===== src/rtl/jump_pkg.sv =====
// Shared constants and helpers for the jump/branch resolver.
package jump_pkg;

  localparam int unsigned JUMP_XLEN = 32;

  // Conditional branch funct3 encodings
  localparam logic [2:0] BR_BEQ  = 3'b000;
  localparam logic [2:0] BR_BNE  = 3'b001;
  localparam logic [2:0] BR_BLT  = 3'b100;
  localparam logic [2:0] BR_BGE  = 3'b101;
  localparam logic [2:0] BR_BLTU = 3'b110;
  localparam logic [2:0] BR_BGEU = 3'b111;

  // Link registers used as return-address hints
  localparam logic [4:0] LINK_X1 = 5'd1;
  localparam logic [4:0] LINK_X5 = 5'd5;

  function automatic logic is_link(input logic [4:0] idx);
    return (idx == LINK_X1) || (idx == LINK_X5);
  endfunction

endpackage


===== src/rtl/jump_ras.sv =====
// Return-address stack: circular storage; overflow overwrites the oldest entry.
module jump_ras
  import jump_pkg::*;
#(
  parameter int unsigned XLEN      = JUMP_XLEN,
  parameter int unsigned RAS_DEPTH = 4
) (
  input  logic            clk,
  input  logic            rst,
  input  logic            push,
  input  logic            pop,
  input  logic [XLEN-1:0] push_data,
  output logic [XLEN-1:0] ras_top,
  output logic            ras_vld
);

  localparam int unsigned PW = $clog2(RAS_DEPTH);
  localparam int unsigned CW = $clog2(RAS_DEPTH + 1);
  localparam logic [CW-1:0] CNT_FULL = CW'(RAS_DEPTH);

  logic [XLEN-1:0] stack [RAS_DEPTH];
  logic [PW-1:0]   ptr;     // next free slot
  logic [CW-1:0]   cnt;
  logic [PW-1:0]   top_idx;

  assign top_idx = ptr - 1'b1;
  assign ras_vld = (cnt != '0);
  assign ras_top = ras_vld ? stack[top_idx] : '0;

  // Stack storage, pointer and occupancy update
  always_ff @(posedge clk or posedge rst) begin
    if (rst) begin
      ptr <= '0;
      cnt <= '0;
      for (int i = 0; i < RAS_DEPTH; i++) begin
        stack[i] <= '0;
      end
    end else if (push && pop && ras_vld) begin
      // Simultaneous pop+push replaces the top in place
      stack[top_idx] <= push_data;
    end else if (push) begin
      stack[ptr] <= push_data;
      ptr        <= ptr + 1'b1;
      if (cnt != CNT_FULL) begin
        cnt <= cnt + 1'b1;
      end
    end else if (pop && ras_vld) begin
      ptr <= top_idx;
      cnt <= cnt - 1'b1;
    end
  end

endmodule


===== src/rtl/jump_branch_unit.sv =====
// Execute-stage JAL/JALR/branch resolver with mispredict redirect and RAS.
// Optional feature macro: JUMP_MISALIGN_TRAP_EN (trap on taken target with bit 1 set).
module jump_branch_unit
  import jump_pkg::*;
#(
  parameter int unsigned XLEN      = JUMP_XLEN,
  parameter int unsigned RAS_DEPTH = 4
) (
  input  logic            clk,
  input  logic            rst,
  input  logic            in_vld,
  output logic            in_rdy,
  input  logic            in_jal,
  input  logic            in_jalr,
  input  logic            in_br,
  input  logic [2:0]      in_funct3,
  input  logic [XLEN-1:0] in_pc,
  input  logic [XLEN-1:0] in_imm,
  input  logic [XLEN-1:0] in_rs1,
  input  logic [XLEN-1:0] in_rs2,
  input  logic [4:0]      in_rs1_idx,
  input  logic [4:0]      in_rd_idx,
  input  logic            in_pred_taken,
  input  logic [XLEN-1:0] in_pred_addr,
  input  logic            kill,
  output logic            out_vld,
  input  logic            out_rdy,
  output logic            out_wb_en,
  output logic [XLEN-1:0] out_wb_data,
  output logic            out_flush,
  output logic [XLEN-1:0] out_real_addr,
  output logic            out_trap,
  output logic [XLEN-1:0] ras_top,
  output logic            ras_vld
);

  logic            accept;
  logic [XLEN-1:0] link_val;
  logic [XLEN-1:0] target;
  logic            cond;
  logic            taken;
  logic            trap_c;
  logic            flush_c;
  logic            wb_en_c;
  logic [XLEN-1:0] real_c;
  logic            rd_link;
  logic            rs1_link;
  logic            ras_push;
  logic            ras_pop;

  assign in_rdy = ~out_vld | out_rdy;
  assign accept = in_vld & in_rdy & ~kill;

  // Resolve target, condition, redirect and write-back for the incoming op
  always_comb begin
    link_val = in_pc + XLEN'(4);
    target   = in_pc + in_imm;
    if (in_jalr) begin
      target = (in_rs1 + in_imm) & ~XLEN'(1);
    end

    cond = 1'b0;
    case (in_funct3)
      BR_BEQ:  cond = (in_rs1 == in_rs2);
      BR_BNE:  cond = (in_rs1 != in_rs2);
      BR_BLT:  cond = ($signed(in_rs1) < $signed(in_rs2));
      BR_BGE:  cond = ($signed(in_rs1) >= $signed(in_rs2));
      BR_BLTU: cond = (in_rs1 < in_rs2);
      BR_BGEU: cond = (in_rs1 >= in_rs2);
      default: cond = 1'b0;
    endcase

    taken = in_jal | in_jalr | (in_br & cond);
    real_c = taken ? target : link_val;

`ifdef JUMP_MISALIGN_TRAP_EN
    trap_c = taken & target[1];
`else
    trap_c = 1'b0;
`endif

    flush_c = ((taken != in_pred_taken) || (taken && (target != in_pred_addr))) && !trap_c;
    wb_en_c = (in_jal | in_jalr) & (in_rd_idx != 5'd0) & ~trap_c;

    rd_link  = (in_jal | in_jalr) & is_link(in_rd_idx);
    rs1_link = is_link(in_rs1_idx);
    ras_push = accept & rd_link & ~trap_c;
    ras_pop  = accept & in_jalr & rs1_link & ~(rd_link & (in_rd_idx == in_rs1_idx)) & ~trap_c;
  end

  // Output register: kill drops it, accept loads it, consumption empties it
  always_ff @(posedge clk or posedge rst) begin
    if (rst) begin
      out_vld       <= 1'b0;
      out_wb_en     <= 1'b0;
      out_wb_data   <= '0;
      out_flush     <= 1'b0;
      out_real_addr <= '0;
      out_trap      <= 1'b0;
    end else if (kill) begin
      out_vld   <= 1'b0;
      out_wb_en <= 1'b0;
      out_flush <= 1'b0;
      out_trap  <= 1'b0;
    end else if (accept) begin
      out_vld       <= 1'b1;
      out_wb_en     <= wb_en_c;
      out_wb_data   <= link_val;
      out_flush     <= flush_c;
      out_real_addr <= real_c;
      out_trap      <= trap_c;
    end else if (out_rdy) begin
      out_vld <= 1'b0;
    end
  end

  jump_ras #(
    .XLEN      (XLEN),
    .RAS_DEPTH (RAS_DEPTH)
  ) u_ras (
    .clk       (clk),
    .rst       (rst),
    .push      (ras_push),
    .pop       (ras_pop),
    .push_data (link_val),
    .ras_top   (ras_top),
    .ras_vld   (ras_vld)
  );

endmodule


===== config.mk =====
export PLATFORM = sky130hd
export DESIGN_NAME = jump_branch_unit
export DESIGN_NICKNAME = d
export VERILOG_FILES = /design/src/rtl/jump_pkg.sv /design/src/rtl/jump_ras.sv /design/src/rtl/jump_branch_unit.sv
export SDC_FILE = /design/constraint.sdc
export NUM_CORES = 1
export LEC_CHECK = 0
export ABC_AREA = 1
export BUFFER_PORTS_ARGS = -buffer_cell sky130_fd_sc_hd__buf_2
export CAP_MARGIN = 20
export CELL_PAD_IN_SITES_DETAIL_PLACEMENT = 0
export CELL_PAD_IN_SITES_GLOBAL_PLACEMENT = 1
export CORE_MARGIN = 10
export CORE_UTILIZATION = 37
export CTS_BUF_LIST = sky130_fd_sc_hd__clkbuf_8
export DETAILED_ROUTE_END_ITERATION = 10
export PLACE_DENSITY_LB_ADDON = 0.15
export SLEW_MARGIN = 10
export SYNTH_ARGS = -nofsm -noshare
export SYNTH_HDL_FRONTEND = slang
export SYNTH_SLANG_ARGS = --single-unit

===== constraint.sdc =====
create_clock -name clk -period 5.55 [get_ports clk]
set_input_delay 0.2775 -clock clk [delete_from_list [all_inputs] [get_ports clk]]
set_output_delay 0.2775 -clock clk [all_outputs]
set_load 0.05 [all_outputs]

== Word level (Yosys, flattened, before mapping) ==
Index checks and enable logic that the tools add are counted.

* Add/subtract/negate cells: 7
* Magnitude comparators: 8
* Equality and inequality tests: 16
* Muxes and demuxes: 29
* Bitwise logic cells: 19
* Reductions and logical operators: 19

{| class="wikitable"
|+ Operators by type and width
! kind !! count
|-
| 128-bit bitwise mux || 2
|-
| 128-bit 2-to-1 mux || 2
|-
| 32-bit 2-to-1 mux || 7
|-
| 32-bit demux with 2-bit select || 2
|-
| 32-bit adder || 2
|-
| 32-bit binary-select mux with 2-bit select || 1
|-
| 32-bit >= comparator || 2
|-
| 32-bit < comparator || 2
|-
| 32-bit inequality test || 2
|-
| 32-bit by 3-bit adder with 32-bit output, second input constant || 1
|-
| 32-bit == test || 1
|-
| 3-bit == test, second input constant || 4
|-
| 1-bit AND || 10
|-
| 5-bit by 1-bit == test with 1-bit output, second input constant || 2
|-
| 5-bit by 3-bit == test with 1-bit output, second input constant || 2
|-
| 1-bit 2-to-1 mux || 9
|-
| 3-bit 2-to-1 mux || 3
|-
| 3-bit >= comparator, second input constant || 2
|-
| 1-bit logical AND || 6
|-
| 3-bit by 1-bit < comparator with 1-bit output, second input constant || 2
|-
| 2-bit NOT with 3-bit output || 2
|-
| 1-bit case mux with 6 select lines || 1
|-
| 2-bit nonzero test || 3
|-
| 3-bit nonzero test || 2
|-
| 17 further kinds || 26
|}

* Bits in registers: 201
* Input bits: 182
* Output and inout port bits: 102
* Word-level logic and storage cells: 110

== Logic depth before layout (Yosys ltp) ==
* Depth after elaboration: 11
* Gate-level depth with buffers: 22
* Mapped depth without buffers: 22

== Cells and area by module ==
A second synthesis with hierarchy kept.

* Cell total of the unflattened synthesis: 2666
* Area, all modules: 16738.6 um2

{| class="wikitable"
|+ By module, submodules not included
! module !! times used !! cells each !! area each (um2) !! sequential area each (um2)
|-
| jump_branch_unit || 1 || 1789 || 9984.6 || 1676.6
|-
| jump_ras || 1 || 877 || 6754.0 || 3328.2
|}

== Worst setup path after synthesis ==
OpenSTA, ideal clock, no wires.

* Kind: register to output
* Start point: register u_ras.ptr[0]
* End point: output ras_top[18]
* Data arrival time: 2.611 ns
* Required time: 5.273 ns
* Slack: 2.662 ns
* Cell stages (with the launch flop): 10
* Buffers on the path: 3
* Cell sequence: dfrtp_1 -> clkinv_1 -> clkbuf_1 -> ha_1 -> clkbuf_1 -> inv_1 -> clkbuf_1 -> nor2_1 -> o21ai_0 -> a21oi_1

* Cells in the longest elaborated chain, start to end: 6

{| class="wikitable"
|+ Ends and longest elaborated chain
! element !! line !! text
|-
| from (decl) || jump_ras.sv:22 || <nowiki>logic [PW-1:0] ptr;</nowiki>
|-
| from (signal assigned) || jump_ras.sv:43 || <nowiki>ptr <= ptr + 1'b1;</nowiki>
|-
| from (signal assigned) || jump_ras.sv:48 || <nowiki>ptr <= top_idx;</nowiki>
|-
| 2-bit by 1-bit subtractor with 2-bit output || jump_ras.sv:26 || <nowiki>assign top_idx = ptr - 1'b1;</nowiki>
|-
| via u_ras.top_idx[0] || jump_ras.sv:24 || <nowiki>logic [PW-1:0] top_idx;</nowiki>
|-
| 2-bit NOT with 3-bit output (implied by the code) || jump_ras.sv:28 || <nowiki>assign ras_top = ras_vld ? stack[top_idx] : '0;</nowiki>
|-
| 32-bit binary-select mux with 2-bit select || jump_ras.sv:28 ||
|-
| 32-bit 2-to-1 mux (implied by the code) (2 in a row) || jump_ras.sv:28 ||
|-
| 32-bit 2-to-1 mux || jump_ras.sv:28 ||
|-
| to (decl) || jump_branch_unit.sv:33 || <nowiki>output logic [XLEN-1:0] ras_top,</nowiki>
|}

The timed path passes the listed nets, and every way through them passes these cells. The select of a mux whose other input is x is not followed.

== Final worst setup path ==
* Start point: register out_vld
* End point: register u_ras.stack[101] (netlist bit)

* Cells in the longest elaborated chain, start to end: 10
* Elaborated cells between the ends (all ways): 12
* Classes of those cells: mux (1); bitwise (8); reduce/logical (3)

{| class="wikitable"
|+ Ends and longest elaborated chain
! element !! line !! text
|-
| from (decl) || jump_branch_unit.sv:26 || <nowiki>output logic out_vld,</nowiki>
|-
| from (signal assigned) || jump_branch_unit.sv:94 || <nowiki>out_vld <= 1'b0;</nowiki>
|-
| from (signal assigned) || jump_branch_unit.sv:101 || <nowiki>out_vld <= 1'b0;</nowiki>
|-
| from (signal assigned) || jump_branch_unit.sv:106 || <nowiki>out_vld <= 1'b1;</nowiki>
|-
| 1-bit NOT (*) || jump_branch_unit.sv:51 || <nowiki>assign in_rdy = ~out_vld | out_rdy;</nowiki>
|-
| 1-bit OR (*) || jump_branch_unit.sv:51 ||
|-
| 1-bit AND (*) (2 in a row) || jump_branch_unit.sv:52 || <nowiki>assign accept = in_vld & in_rdy & ~kill;</nowiki>
|-
| 1-bit AND (3 in a row) || jump_branch_unit.sv:88 || <nowiki>ras_pop = accept & in_jalr & rs1_link & ~(rd_link & (in_rd_idx == in_rs1_idx)) & ~trap_c;</nowiki>
|-
| 1-bit logical AND (2 in a row) || jump_ras.sv:38 || <nowiki>end else if (push && pop && ras_vld) begin</nowiki>
|-
| 128-bit 2-to-1 mux or 2-bit nonzero test (tied branches) || n/a ||
|-
| to (signal, indexed assignment) || jump_ras.sv:40 || <nowiki>stack[top_idx] <= push_data;</nowiki>
|-
| to (signal, indexed assignment) || jump_ras.sv:42 || <nowiki>stack[ptr] <= push_data;</nowiki>
|-
| to (decl) || jump_ras.sv:21 || <nowiki>logic [XLEN-1:0] stack [RAS_DEPTH];</nowiki>
|}

Mark *: on every way between the ends. The rest lies on a longest branch, timed or not.
A chain may end at the register's enable or synchronous reset.

==> flow_summary.ini <==
[status]
status = complete, no violations

[setup_path]
timing.critical_path.buf_inv = 3
critical_path_cell_count = 13
worstPathRequired_ns = 5.89
ff2ff_path_depth = 13
start_kind = flop
cp_slowest_cell = buf_4
crit_top_cell = nand2_1
end_kind = flop
critPathKind = flop to flop
cp.arrival_ns = 3.61
crit_path_max_incr_delay_ns = 0.43
cp_max_fo = 40
crit_family = simple AND/OR/NAND/NOR gates
crit_chain = nand2_1 -> nand2_1 -> nor2_2 -> buf_4 -> nand2_1 -> a211oi_2 -> nand4_2 -> inv_2 -> or2_2 -> nand3_2 -> buf_4 -> nand2_1 -> o21ai_0

[placed_design]
dp_hpwl_um = 49300
numPortBuffers = 282
routabilityCongestion = 0.910

[sta]
layout_min_cycle_time_ns = 3.27
period_share_pct = 58.9
setup_viol = 0
fin_skew_ns = 0.00738
rsz0062_at_grt = false
worst_pin_slew_ns = 0.997
timing.slew.headroom_pct = 33.6
final_hold_viol_count = 0
finalSetupTns_ns = 0
finalMaxSlewViolations = 0
clock.fmax_ghz = 0.306

[power]
ir_drop_uv = 309
p_per_area_mw_per_mm2 = 326
p_leak_nw = 10.2

[drt]
viasPerCell = 5.03
wl_met3_um = 2390
dr_wl_met2_um = 29400
dr.first_iter.drc_count = 1299
highest_layer = met4
num_vias = 17076
drc = 0
antenna_left = 0
wire_per_inst_um = 18.0
wl_um = 61100
first_pass_iters = 8
met1_length_um = 27800

[logic_synthesis]
yosys-top-cells-count = nand2_1 (823), inv_1 (312), nor2_1 (262)
synth_top_area_share_pct = 30.9
ys_seq_area_share_pct = 30.9
synth_area_sq_mm = 0.0162
synth_most_common_cell = nand2_1
async_flop_share_pct = 100
yosys-top-cells-area = dfrtp_1 (31%), nand2_1 (19%), ha_1 (7.6%)
yosysUniqueCellTypes = 49
syn-instance-count = 2548
synth_ff_type = dfrtp_1
avgSynthCellArea_sq_um = 6.36
yosysWarnings = 0
synth-seq-cells = 200
synth_edf_count = 0
synth_top_cell_by_area = dfrtp_1
syn-num-nets = 2831

[floorplanning]
initial_utilization_pct = 37.6
fp-row-count = 76
die-area_sq_mm = 0.0526
core_sq_mm = 0.0432
die_w_um = 229
fp.dieH_um = 229
ioPinCount = 284

[final_layout]
area_delta_synth_final_pct = 14.9
num-fill-cells = 4863
fin_nets = 3071
layout-drive-gt1-share_pct = 13.5
fin_util_pct = 43.1
register_area_sq_mm = 0.00501
multi_input_comb_area_sq_mm = 0.00969

[grt]
grt_pass1_vias = 16589
grt_first_pass_wirelength_um = 93700
grt_usage_pct = 22.6
grt_max_degree = 140
overflow = 0
antenna_found_initial = 6

[job]
max_cap_viol_count = 0

[cts]
cts-root-buf = clkbuf_8
cts_buffers = 17
clk_transition_reported_paths_ns = 0.09
tritoncts = done
worstSkewPairLatency_ns = 0.49
cts_buffer_depth = 2
cts.sinks = 200
cts-htree-levels = 4
cts_resized = 0

[worst_hold_path]
hp-class = input port to async pin
==> cells by family after synthesis <==
group           Yosys count  synth area share, %
compound gates          400                 13.0
xor+xnor                 34                 1.98
fa+ha+maj               101                 7.93
buf+inv                 395                 9.54
flops                   200                 30.9
mux                       1               0.0694
other cells               1               0.0231
simple gates           1416                 36.6
==> placed cells by master (no fill, tap or decap), drive strengths merged, types with 5 or more instances in the layout <==
| cell | n |
|---|---|
| a21oi | 112 |
| buf | 297 |
| clkbuf | 18 |
| clkinv | 5 |
| clkinvlp | 6 |
| dfrtp | 200 |
| diode | 6 |
| ha | 98 |
| inv | 316 |
| nand2 | 826 |
| nand3 | 232 |
| nand3b | 25 |
| nand4 | 20 |
| nor2 | 272 |
| nor3 | 25 |
| o211ai | 9 |
| o21ai | 262 |
| o21bai | 8 |
| or2 | 7 |
| xnor2 | 12 |
| xor2 | 22 |
==> repair_timing <==
action	in CTS	in global routing
hold buffers	2	0
setup buffers	0	0
hold endpoints to repair	1	0
==> worst paths after layout <==
kind	from	end	slack, ns
worst max-delay path	out_vld	u_ras.stack[101]	2.28
worst min-delay path	rst	u_ras.stack[2]	0.04
worst max register to register	out_vld	u_ras.stack[101]	2.28
worst min register to register	out_real_addr[0]	out_real_addr[0]	0.49
max in group asynchronous	rst	u_ras.ptr[0]	4.20
min in group clk	in_pc[0]	out_real_addr[0]	0.08
==> registers in the layout (all words and copies together), names as in the netlist <==
name           cells
out_flush          1
u_ras.stack      128
u_ras.ptr          2
out_wb_en          1
out_wb_data       32
out_real_addr     32
u_ras.cnt          3
out_vld            1
==> per-layer routing <==
| layer | up-vias | track usage [%] |
|---|---|---|
| li1 | 8651 | - |
| met1 | 7966 | 29.1 |
| met2 | 391 | 38.5 |
| met3 | 68 | 2.82 |
| met4 | 0 | 7.22 |
| met5 | - | 0 |
==> area by class of cell <==
type	count	share of cell area, %
diodes	6	0.0806
repair buffers	299	8.36
clock buffers	18	1.33
clock inverters	14	0.974
multi-input cells	1953	52.0
flip-flops and latches	200	26.9
inverters	317	6.41
well taps	585	3.93
==> power breakdown <==
part | total, W | switching (W) | internal (W)
Clock | 0.00101 | 0.000509 | 0.000496
Sequential | 0.00177 | 0.000122 | 0.00165
Combinational | 0.00331 | 0.00245 | 0.000853
Total | 0.00608 | 0.00308 | 0.00299
==> per-stage QoR <==
step                      hold slack, ns  setup WS, ns  power (W)  std cells  area [sq um]
after floorplan                    0.341          2.66    0.00414       2548         16200
after global placement             0.461          2.11    0.00510       3352         18200
after detailed placement           0.462          2.05    0.00512       3352         18200
after CTS                         0.0332          2.32    0.00614       3386         18600
after global routing              0.0814          1.95    0.00651       3392         18600
final                             0.0437          2.28    0.00608       3392         18600
==> worst register-to-register path: cells and delay by family (launching register included) <==
family	cells	cell delay, ns
AOI/OAI and AO/OA	2	0.35
buffers and inverters	3	0.98
DFF	1	0.39
and+or+nand+nor	8	1.40
(Power assumes the default switching activity.)
